## config.mk

```make
export PLATFORM = sky130hd
export DESIGN_NAME = fep_hdr_strip_flat
export DESIGN_NICKNAME = d
export VERILOG_FILES = /design/src/rtl/fep_hdr_strip_if.sv /design/src/rtl/fep_hdr_strip.sv /design/src/flat_wrapper.sv
export SDC_FILE = /design/constraint.sdc
export NUM_CORES = 2
export LEC_CHECK = 0
export CAP_MARGIN = 40
export CORE_AREA = 2 2 506 508
export CTS_BUF_LIST = sky130_fd_sc_hd__clkbuf_4 sky130_fd_sc_hd__clkbuf_8 sky130_fd_sc_hd__clkbuf_16
export DETAILED_ROUTE_END_ITERATION = 10
export DIE_AREA = 0 0 508 510
export SLEW_MARGIN = 25
export SYNTH_ARGS = -nofsm -noshare
export SYNTH_HDL_FRONTEND = slang
export SYNTH_SLANG_ARGS = --single-unit
```

## constraint.sdc

```tcl
create_clock -name clk -period 44.9 [get_ports clk]
set_input_delay 4.49 -clock clk [delete_from_list [all_inputs] [get_ports clk]]
set_output_delay 4.49 -clock clk [all_outputs]
set_load 0.02 [all_outputs]
```

## src/rtl/fep_hdr_strip_if.sv

```systemverilog
// AXI4-Stream beat bundle used on both sides of fep_hdr_strip.
interface fep_hdr_strip_if #(
    parameter int DATA_WIDTH = 512
);
    logic [DATA_WIDTH-1:0]   tdata;
    logic [DATA_WIDTH/8-1:0] tkeep;
    logic                    tvalid;
    logic                    tready;
    logic                    tlast;

    modport master (output tdata, tkeep, tvalid, tlast, input tready);
    modport slave  (input tdata, tkeep, tvalid, tlast, output tready);
endinterface

```

## src/rtl/fep_hdr_strip.sv

```systemverilog
// Checks the FEP header, votes the length copies, strips 12 bytes, realigns.
// Optional voted-vs-received length check: define FEP_STRIP_LEN_CHK_EN.
module fep_hdr_strip #(
    parameter int          DATA_WIDTH = 512,
    parameter int          HDR_BYTES  = 12,
    parameter logic [47:0] FEP_HEADER = 48'h1eadfeb5ac0d
) (
    input  logic            clk,
    input  logic            rst,
    fep_hdr_strip_if.slave  s_axis,
    fep_hdr_strip_if.master m_axis,
    output logic [31:0]     pkt_out_cnt,
    output logic [31:0]     hdr_drop_cnt,
    output logic [31:0]     tmr_fix_cnt,
    output logic [31:0]     len_err_cnt
);
    localparam int BEAT_BYTES  = DATA_WIDTH / 8;
    localparam int HDR_BITS    = HDR_BYTES * 8;
    localparam int CARRY_BYTES = BEAT_BYTES - HDR_BYTES;
    localparam int CARRY_BITS  = CARRY_BYTES * 8;

    typedef enum logic [1:0] {HDR, BODY, FLUSH, DROP} state_t;

    state_t                 state;
    logic [CARRY_BITS-1:0]  carry;
    logic [CARRY_BYTES-1:0] carry_keep;
    logic                   out_free;
    logic                   accept;
    logic                   hdr_ok;
    logic                   short_last;
    logic                   tmr_diff;
    logic [15:0]            len_a;
    logic [15:0]            len_b;
    logic [15:0]            len_c;
    logic                   emit;
    logic                   nx_last;
    logic [DATA_WIDTH-1:0]  nx_raw;
    logic [BEAT_BYTES-1:0]  nx_keep;

    function automatic logic [DATA_WIDTH-1:0] keep_mask(
        input logic [DATA_WIDTH-1:0] d,
        input logic [BEAT_BYTES-1:0] k
    );
        for (int i = 0; i < BEAT_BYTES; i++)
            keep_mask[8*i +: 8] = d[8*i +: 8] & {8{k[i]}};
    endfunction

    assign out_free = !m_axis.tvalid || m_axis.tready;
    assign s_axis.tready = (state == DROP) ||
                           (out_free && (state == HDR || state == BODY));
    assign accept = s_axis.tvalid && s_axis.tready;
    assign hdr_ok = s_axis.tdata[95:48] == FEP_HEADER;
    // tkeep is contiguous-low: k <= HDR_BYTES exactly when this bit is clear
    assign short_last = s_axis.tlast && !s_axis.tkeep[HDR_BYTES];
    assign len_a = s_axis.tdata[15:0];
    assign len_b = s_axis.tdata[31:16];
    assign len_c = s_axis.tdata[47:32];
    assign tmr_diff = (len_a != len_b) || (len_b != len_c);

    always_comb begin
        emit    = 1'b0;
        nx_last = 1'b0;
        nx_raw  = '0;
        nx_keep = '0;
        unique case (state)
            HDR: if (accept && hdr_ok && s_axis.tlast && !short_last) begin
                emit    = 1'b1;
                nx_last = 1'b1;
                nx_raw  = {{HDR_BITS{1'b0}}, s_axis.tdata[DATA_WIDTH-1:HDR_BITS]};
                nx_keep = {{HDR_BYTES{1'b0}}, s_axis.tkeep[BEAT_BYTES-1:HDR_BYTES]};
            end
            BODY: if (accept) begin
                emit    = 1'b1;
                nx_last = short_last;
                nx_raw  = {s_axis.tdata[HDR_BITS-1:0], carry};
                nx_keep = short_last ?
                          {s_axis.tkeep[HDR_BYTES-1:0], {CARRY_BYTES{1'b1}}} : '1;
            end
            FLUSH: if (out_free) begin
                emit    = 1'b1;
                nx_last = 1'b1;
                nx_raw  = {{HDR_BITS{1'b0}}, carry};
                nx_keep = {{HDR_BYTES{1'b0}}, carry_keep};
            end
            default: ;
        endcase
    end

    always_ff @(posedge clk or posedge rst) begin
        if (rst) begin
            state         <= HDR;
            carry         <= '0;
            carry_keep    <= '0;
            m_axis.tvalid <= 1'b0;
            m_axis.tdata  <= '0;
            m_axis.tkeep  <= '0;
            m_axis.tlast  <= 1'b0;
            pkt_out_cnt   <= '0;
            hdr_drop_cnt  <= '0;
            tmr_fix_cnt   <= '0;
        end else begin
            if (emit) begin
                m_axis.tvalid <= 1'b1;
                m_axis.tdata  <= keep_mask(nx_raw, nx_keep);
                m_axis.tkeep  <= nx_keep;
                m_axis.tlast  <= nx_last;
                if (nx_last)
                    pkt_out_cnt <= pkt_out_cnt + 32'd1;
            end else if (m_axis.tready) begin
                m_axis.tvalid <= 1'b0;
            end
            unique case (state)
                HDR: if (accept) begin
                    if (!hdr_ok || short_last) begin
                        hdr_drop_cnt <= hdr_drop_cnt + 32'd1;
                        state        <= s_axis.tlast ? HDR : DROP;
                    end else begin
                        if (tmr_diff)
                            tmr_fix_cnt <= tmr_fix_cnt + 32'd1;
                        if (!s_axis.tlast) begin
                            carry <= s_axis.tdata[DATA_WIDTH-1:HDR_BITS];
                            state <= BODY;
                        end
                    end
                end
                BODY: if (accept) begin
                    carry      <= s_axis.tdata[DATA_WIDTH-1:HDR_BITS];
                    carry_keep <= s_axis.tkeep[BEAT_BYTES-1:HDR_BYTES];
                    if (s_axis.tlast)
                        state <= short_last ? HDR : FLUSH;
                end
                FLUSH: if (out_free) state <= HDR;
                DROP: if (accept && s_axis.tlast) state <= HDR;
                default: state <= HDR;
            endcase
        end
    end

`ifdef FEP_STRIP_LEN_CHK_EN
    localparam int KW = $clog2(BEAT_BYTES + 1);

    logic [KW-1:0] k_now;
    logic [15:0]   len_v;
    logic [15:0]   v_hold;
    logic [15:0]   byte_cnt;
    logic [15:0]   byte_sum;

    always_comb begin
        k_now = '0;
        for (int i = 0; i < BEAT_BYTES; i++)
            k_now = k_now + KW'(s_axis.tkeep[i]);
    end

    assign len_v    = (len_a & len_b) | (len_b & len_c) | (len_a & len_c);
    assign byte_sum = (state == HDR ? 16'd0 : byte_cnt) + 16'(k_now);

    always_ff @(posedge clk or posedge rst) begin
        if (rst) begin
            byte_cnt    <= '0;
            v_hold      <= '0;
            len_err_cnt <= '0;
        end else if (accept) begin
            if (state == HDR && hdr_ok && !short_last) begin
                if (s_axis.tlast) begin
                    if (byte_sum != len_v)
                        len_err_cnt <= len_err_cnt + 32'd1;
                end else begin
                    byte_cnt <= byte_sum;
                    v_hold   <= len_v;
                end
            end else if (state == BODY) begin
                byte_cnt <= byte_sum;
                if (s_axis.tlast && byte_sum != v_hold)
                    len_err_cnt <= len_err_cnt + 32'd1;
            end
        end
    end
`else
    assign len_err_cnt = 32'd0;
`endif

endmodule
```

## src/flat_wrapper.sv

```systemverilog
// flat-port wrapper written by rule: the top's interface ports become plain ports
module fep_hdr_strip_flat 
#(
    parameter int          DATA_WIDTH = 512,
    parameter int          HDR_BYTES  = 12,
    parameter logic [47:0] FEP_HEADER = 48'h1eadfeb5ac0d
)
  (clk, rst, pkt_out_cnt, hdr_drop_cnt, tmr_fix_cnt, len_err_cnt, s_axis_tdata, s_axis_tkeep, s_axis_tvalid, s_axis_tlast, s_axis_tready, m_axis_tdata, m_axis_tkeep, m_axis_tvalid, m_axis_tlast, m_axis_tready);
  fep_hdr_strip_if #(.DATA_WIDTH(DATA_WIDTH)) s_axis_i ();
  fep_hdr_strip_if #(.DATA_WIDTH(DATA_WIDTH)) m_axis_i ();
  input  logic clk;
  input  logic rst;
  output logic [31:0] pkt_out_cnt;
  output logic [31:0] hdr_drop_cnt;
  output logic [31:0] tmr_fix_cnt;
  output logic [31:0] len_err_cnt;
  input wire logic [$bits(s_axis_i.tdata)-1:0] s_axis_tdata;
  input wire logic [$bits(s_axis_i.tkeep)-1:0] s_axis_tkeep;
  input wire logic [$bits(s_axis_i.tvalid)-1:0] s_axis_tvalid;
  input wire logic [$bits(s_axis_i.tlast)-1:0] s_axis_tlast;
  output wire logic [$bits(s_axis_i.tready)-1:0] s_axis_tready;
  output wire logic [$bits(m_axis_i.tdata)-1:0] m_axis_tdata;
  output wire logic [$bits(m_axis_i.tkeep)-1:0] m_axis_tkeep;
  output wire logic [$bits(m_axis_i.tvalid)-1:0] m_axis_tvalid;
  output wire logic [$bits(m_axis_i.tlast)-1:0] m_axis_tlast;
  input wire logic [$bits(m_axis_i.tready)-1:0] m_axis_tready;
  assign s_axis_i.tdata = s_axis_tdata;
  assign s_axis_i.tkeep = s_axis_tkeep;
  assign s_axis_i.tvalid = s_axis_tvalid;
  assign s_axis_i.tlast = s_axis_tlast;
  assign s_axis_tready = s_axis_i.tready;
  assign m_axis_tdata = m_axis_i.tdata;
  assign m_axis_tkeep = m_axis_i.tkeep;
  assign m_axis_tvalid = m_axis_i.tvalid;
  assign m_axis_tlast = m_axis_i.tlast;
  assign m_axis_i.tready = m_axis_tready;
  fep_hdr_strip #(.DATA_WIDTH(DATA_WIDTH), .HDR_BYTES(HDR_BYTES), .FEP_HEADER(FEP_HEADER)) u_core (.clk(clk), .rst(rst), .s_axis(s_axis_i), .m_axis(m_axis_i), .pkt_out_cnt(pkt_out_cnt), .hdr_drop_cnt(hdr_drop_cnt), .tmr_fix_cnt(tmr_fix_cnt), .len_err_cnt(len_err_cnt));
endmodule
```

==> flow_metrics.env <==
export IMPL_status="finished, final reports clean"
export IMPL_hpwl_um=154000
export IMPL_cts_setup_buffers=0
export IMPL_critPathMostFrequentCell="clkdlybuf4s50_1"
export IMPL_hold_viol=0
export IMPL_start_util_pct=18.5
export IMPL_cts_resized_gates=0
export IMPL_path_buf_inv=2
export IMPL_die_w_um=508
export IMPL_cp_slowest_cell="clkdlybuf4s50_1"
export IMPL_startpoint="m_axis_tready"
export IMPL_ir_drop_v=0.0000399
export IMPL_use_met2_pct=23.4
export IMPL_crit_arrival_ns=6.12
export IMPL_place_gp_congestion=0.922
export IMPL_overflow=0
export IMPL_die_area_um2=259000
export IMPL_ys_types=48
export IMPL_postSynth_asyncResetShare_pct=100
export IMPL_top_usage_layer="met2"
export IMPL_hp_class="reg -> reg"
export IMPL_grt_max_degree=195
export IMPL_clock_sinks=1144
export IMPL_drc_errors=0
export IMPL_io_pins=1288
export IMPL_critPathMaxFanout=7
export IMPL_grt_antenna_before_repair=69
export IMPL_ys_warn_count=0
export IMPL_finalClockSkew_ns=0.0252
export IMPL_r2r_start="u_core.m_axis.tvalid$_DFFE_PP0P_"
export IMPL_grt_pass1_wl_um=286000
export IMPL_syn_inst=3867
export IMPL_r2r_end="u_core.m_axis.tdata[315]$_DFFE_PP0P_"
export IMPL_firstDrtPassIters=7
export IMPL_tns_ns=0
export IMPL_synth_edf_count=0
export IMPL_ys_seq_elements=1144
export IMPL_slew_headroom_pct=36.2
export IMPL_vias=37700
export IMPL_fin_nets=5707
export IMPL_dieHeight_um=510
export IMPL_portBuffers=1255
export IMPL_mostFrequentLayoutCell="clkdlybuf4s50_1"
export IMPL_routed_wl_um=204000
export IMPL_track_usage_pct=15.1
export IMPL_critPathTopFamily="buffers and inverters"
export IMPL_p_per_area_nw_per_um2=72.2
export IMPL_reg2reg_depth=8
export IMPL_power_leakage_nw=27.8
export IMPL_setup_violations=0
export IMPL_syn_area_um2=46800
export IMPL_slew_viol_final=0
export IMPL_fin_crit_sh_pct=23.6
export IMPL_fmax_ghz=0.0943
export IMPL_max_stage_delay_ns=0.61
export IMPL_cts_tree="yes"
export IMPL_clk_pin_slew_ns=0.06
export IMPL_cp_end_kind="output pin"
export IMPL_worst_setup_path_type="in -> out"
export IMPL_area_growth_pct=46.4
export IMPL_worst_pin_slew_ns=0.957
export IMPL_via_per_inst=4.36
export IMPL_cp_endpoint="s_axis_tready"
export IMPL_wl_per_cell_um=23.6
export IMPL_root_buffer="clkbuf_16"
export IMPL_htree_levels=4
export IMPL_start_kind="input pin"
export IMPL_cts_buffer_depth=3
export IMPL_gr_usage_met1_pct=18.6
export IMPL_critPathRequiredTime_ns=40.41
export IMPL_drtAntennaViolNets=0
export IMPL_ys_seq_area_share_pct=61.1
export IMPL_most_common_layout_cells="clkdlybuf4s50_1 (1255), dfrtp_1 (1144), nand2_1 (548)"
export IMPL_period_needed_ns=10.61
export IMPL_grt_pass1_vias=37800
export IMPL_worstPathCellList="clkdlybuf4s50_1, nand2b_1, o21a_1, clkdlybuf4s50_1"
export IMPL_grtUsageMet3_pct=6.29
export IMPL_rsz0062_at_grt="no"
export IMPL_syn_area_per_cell_um2=12.1
export IMPL_core_area_um2=253000
export IMPL_cts_hold_buf=0
export IMPL_numCtsBuffers=138
export IMPL_synth_flop_cell="dfrtp_1"
export IMPL_clk_insertion_delay_late_ns=0.77
export IMPL_layout_drive_gt1_share_pct=11.9
export IMPL_final_util_pct=27.1
export IMPL_fill_cells=26200
export IMPL_max_cap_violations=0
export IMPL_crit_cells=4
export IMPL_rows=185
export IMPL_r2r_slack_ns=39.74
export IMPL_drt_initial_drc_count=3221
power by group:
| part | total [mW] | switching (mW) | internal (mW) |
|---|---|---|---|
| Clock | 1.17 | 0.477 | 0.698 |
| Sequential | 1.77 | 0.275 | 1.49 |
| Combinational | 2.00 | 1.13 | 0.880 |
| Total | 4.95 | 1.88 | 3.07 |
Yosys cell counts, types with 2 or more instances:
library cell	n	share of area, %
nor4_1	10	0.13
mux2_2	231	5.6
and2_1	7	0.093
xor2_1	36	0.67
nand2b_1	6	0.080
and3_1	33	0.44
or3_1	4	0.053
a21oi_1	64	0.68
clkbuf_1	121	0.97
buf_1	14	0.11
nor2_1	29	0.23
o21a_1	65	1.0
nand2_1	548	4.4
nor3b_1	4	0.064
buf_4	45	0.72
dfrtp_1	1144	61
nand3_1	38	0.41
o21ai_0	311	3.3
and4_1	8	0.15
nor2b_1	4	0.053
nand4_1	29	0.39
o21ai_1	107	1.1
nor4_4	2	0.091
or4b_1	2	0.043
inv_1	13	0.10
ha_1	3	0.080
a22oi_1	409	6.6
buf_2	77	0.82
nor3_1	38	0.41
a22o_1	96	1.8
xnor2_1	65	1.2
nand4b_1	7	0.13
a21o_1	13	0.21
o22ai_1	6	0.080
buf_6	26	0.63
mux2_1	240	5.8
worst register-to-register path, cell delays in order, from the launching register on:
cell and delay [ns]:
dfrtp_1 0.39, nor2b_1 0.26, nor4_1 0.80, and4_4 0.68
buf_4 0.62, buf_4 0.73, buf_4 0.75, a21oi_1 0.56
o21ai_0 0.29
state kept, by name, summed over array words and instances (netlist names):
name / flops
u_core.carry: 416
u_core.carry_keep: 52
u_core.hdr_drop_cnt: 32
u_core.m_axis.tdata: 512
u_core.m_axis.tkeep: 64
u_core.m_axis.tlast: 1
u_core.m_axis.tvalid: 1
u_core.pkt_out_cnt: 32
u_core.state: 2
u_core.tmr_fix_cnt: 32
layout make-up:
class / count / area, µm² / share of cell area (%)
Timing Repair Buffer: 1368 / 13900 / 20.3
Multi-Input combinational cell: 2458 / 16900 / 24.6
Clock buffer: 205 / 4220 / 6.15
Inverter: 13 / 56.3 / 0.0821
Antenna cell: 34 / 85.1 / 0.124
Clock inverter: 44 / 578 / 0.843
Tap cell: 3366 / 4210 / 6.14
Sequential cell: 1144 / 28600 / 41.7
per-layer routing:
| metal | vias to the layer above | wire length, µm |
|---|---|---|
| met5 | - | 287 |
| met4 | 42 | 7480 |
| met3 | 340 | 22100 |
| met2 | 1587 | 91700 |
| met1 | 19200 | 82100 |
| li1 | 16500 | - |
metrics by stage:
stage / area (µm²) / instances / hold slack [ns] / total power [mW] / worst slack (ns)
floorplan: 47000 / 3898 / 0.446 / 2.77 / 8.19
global placement: 62900 / 8301 / 0.456 / 3.72 / 34.35
detailed placement: 63500 / 8337 / 0.461 / 3.79 / 34.34
CTS: 68300 / 8586 / 0.475 / 4.99 / 34.32
global route: 68500 / 8612 / 0.495 / 5.21 / 34.26
finish: 68600 / 8632 / 0.471 / 4.95 / 34.29
logic make-up (layout without fill, tap and decap cells):
logic type | count (synthesis) | count (layout) | synth area share (%)
flip-flops | 1144 | 1144 | 61.1
AO/OA/AOI/OAI | 1075 | 1075 | 14.9
AND/OR/NAND/NOR | 775 | 775 | 7.29
multiplexers | 472 | 472 | 11.3
buffers and inverters | 296 | 1630 | 3.35
XOR/XNOR | 101 | 101 | 1.89
adder cells (fa/ha/maj) | 3 | 3 | 0.0801
other | 1 | 66 | 0.00801
how the worst min path moves through the flow:
stage,cells after the start,endpoint,from,slack (ns)
2_1_floorplan,2,u_core.m_axis.tdata[0]$_DFFE_PP0P_,u_core.carry[0]$_DFFE_PP0P_,0.45
3_3_place_gp,2,u_core.m_axis.tdata[6]$_DFFE_PP0P_,u_core.carry[6]$_DFFE_PP0P_,0.46
3_5_place_dp,1,u_core.pkt_out_cnt[31]$_DFFE_PP0P_,u_core.pkt_out_cnt[31]$_DFFE_PP0P_,0.46
4_1_cts,1,u_core.pkt_out_cnt[31]$_DFFE_PP0P_,u_core.pkt_out_cnt[31]$_DFFE_PP0P_,0.47
5_1_grt,2,u_core.m_axis.tkeep[12]$_DFFE_PP0P_,u_core.m_axis.tkeep[12]$_DFFE_PP0P_,0.49
6_report,2,u_core.m_axis.tdata[3]$_DFFE_PP0P_,u_core.carry[3]$_DFFE_PP0P_,0.47
Note: power is estimated with default switching activity, not from simulation.
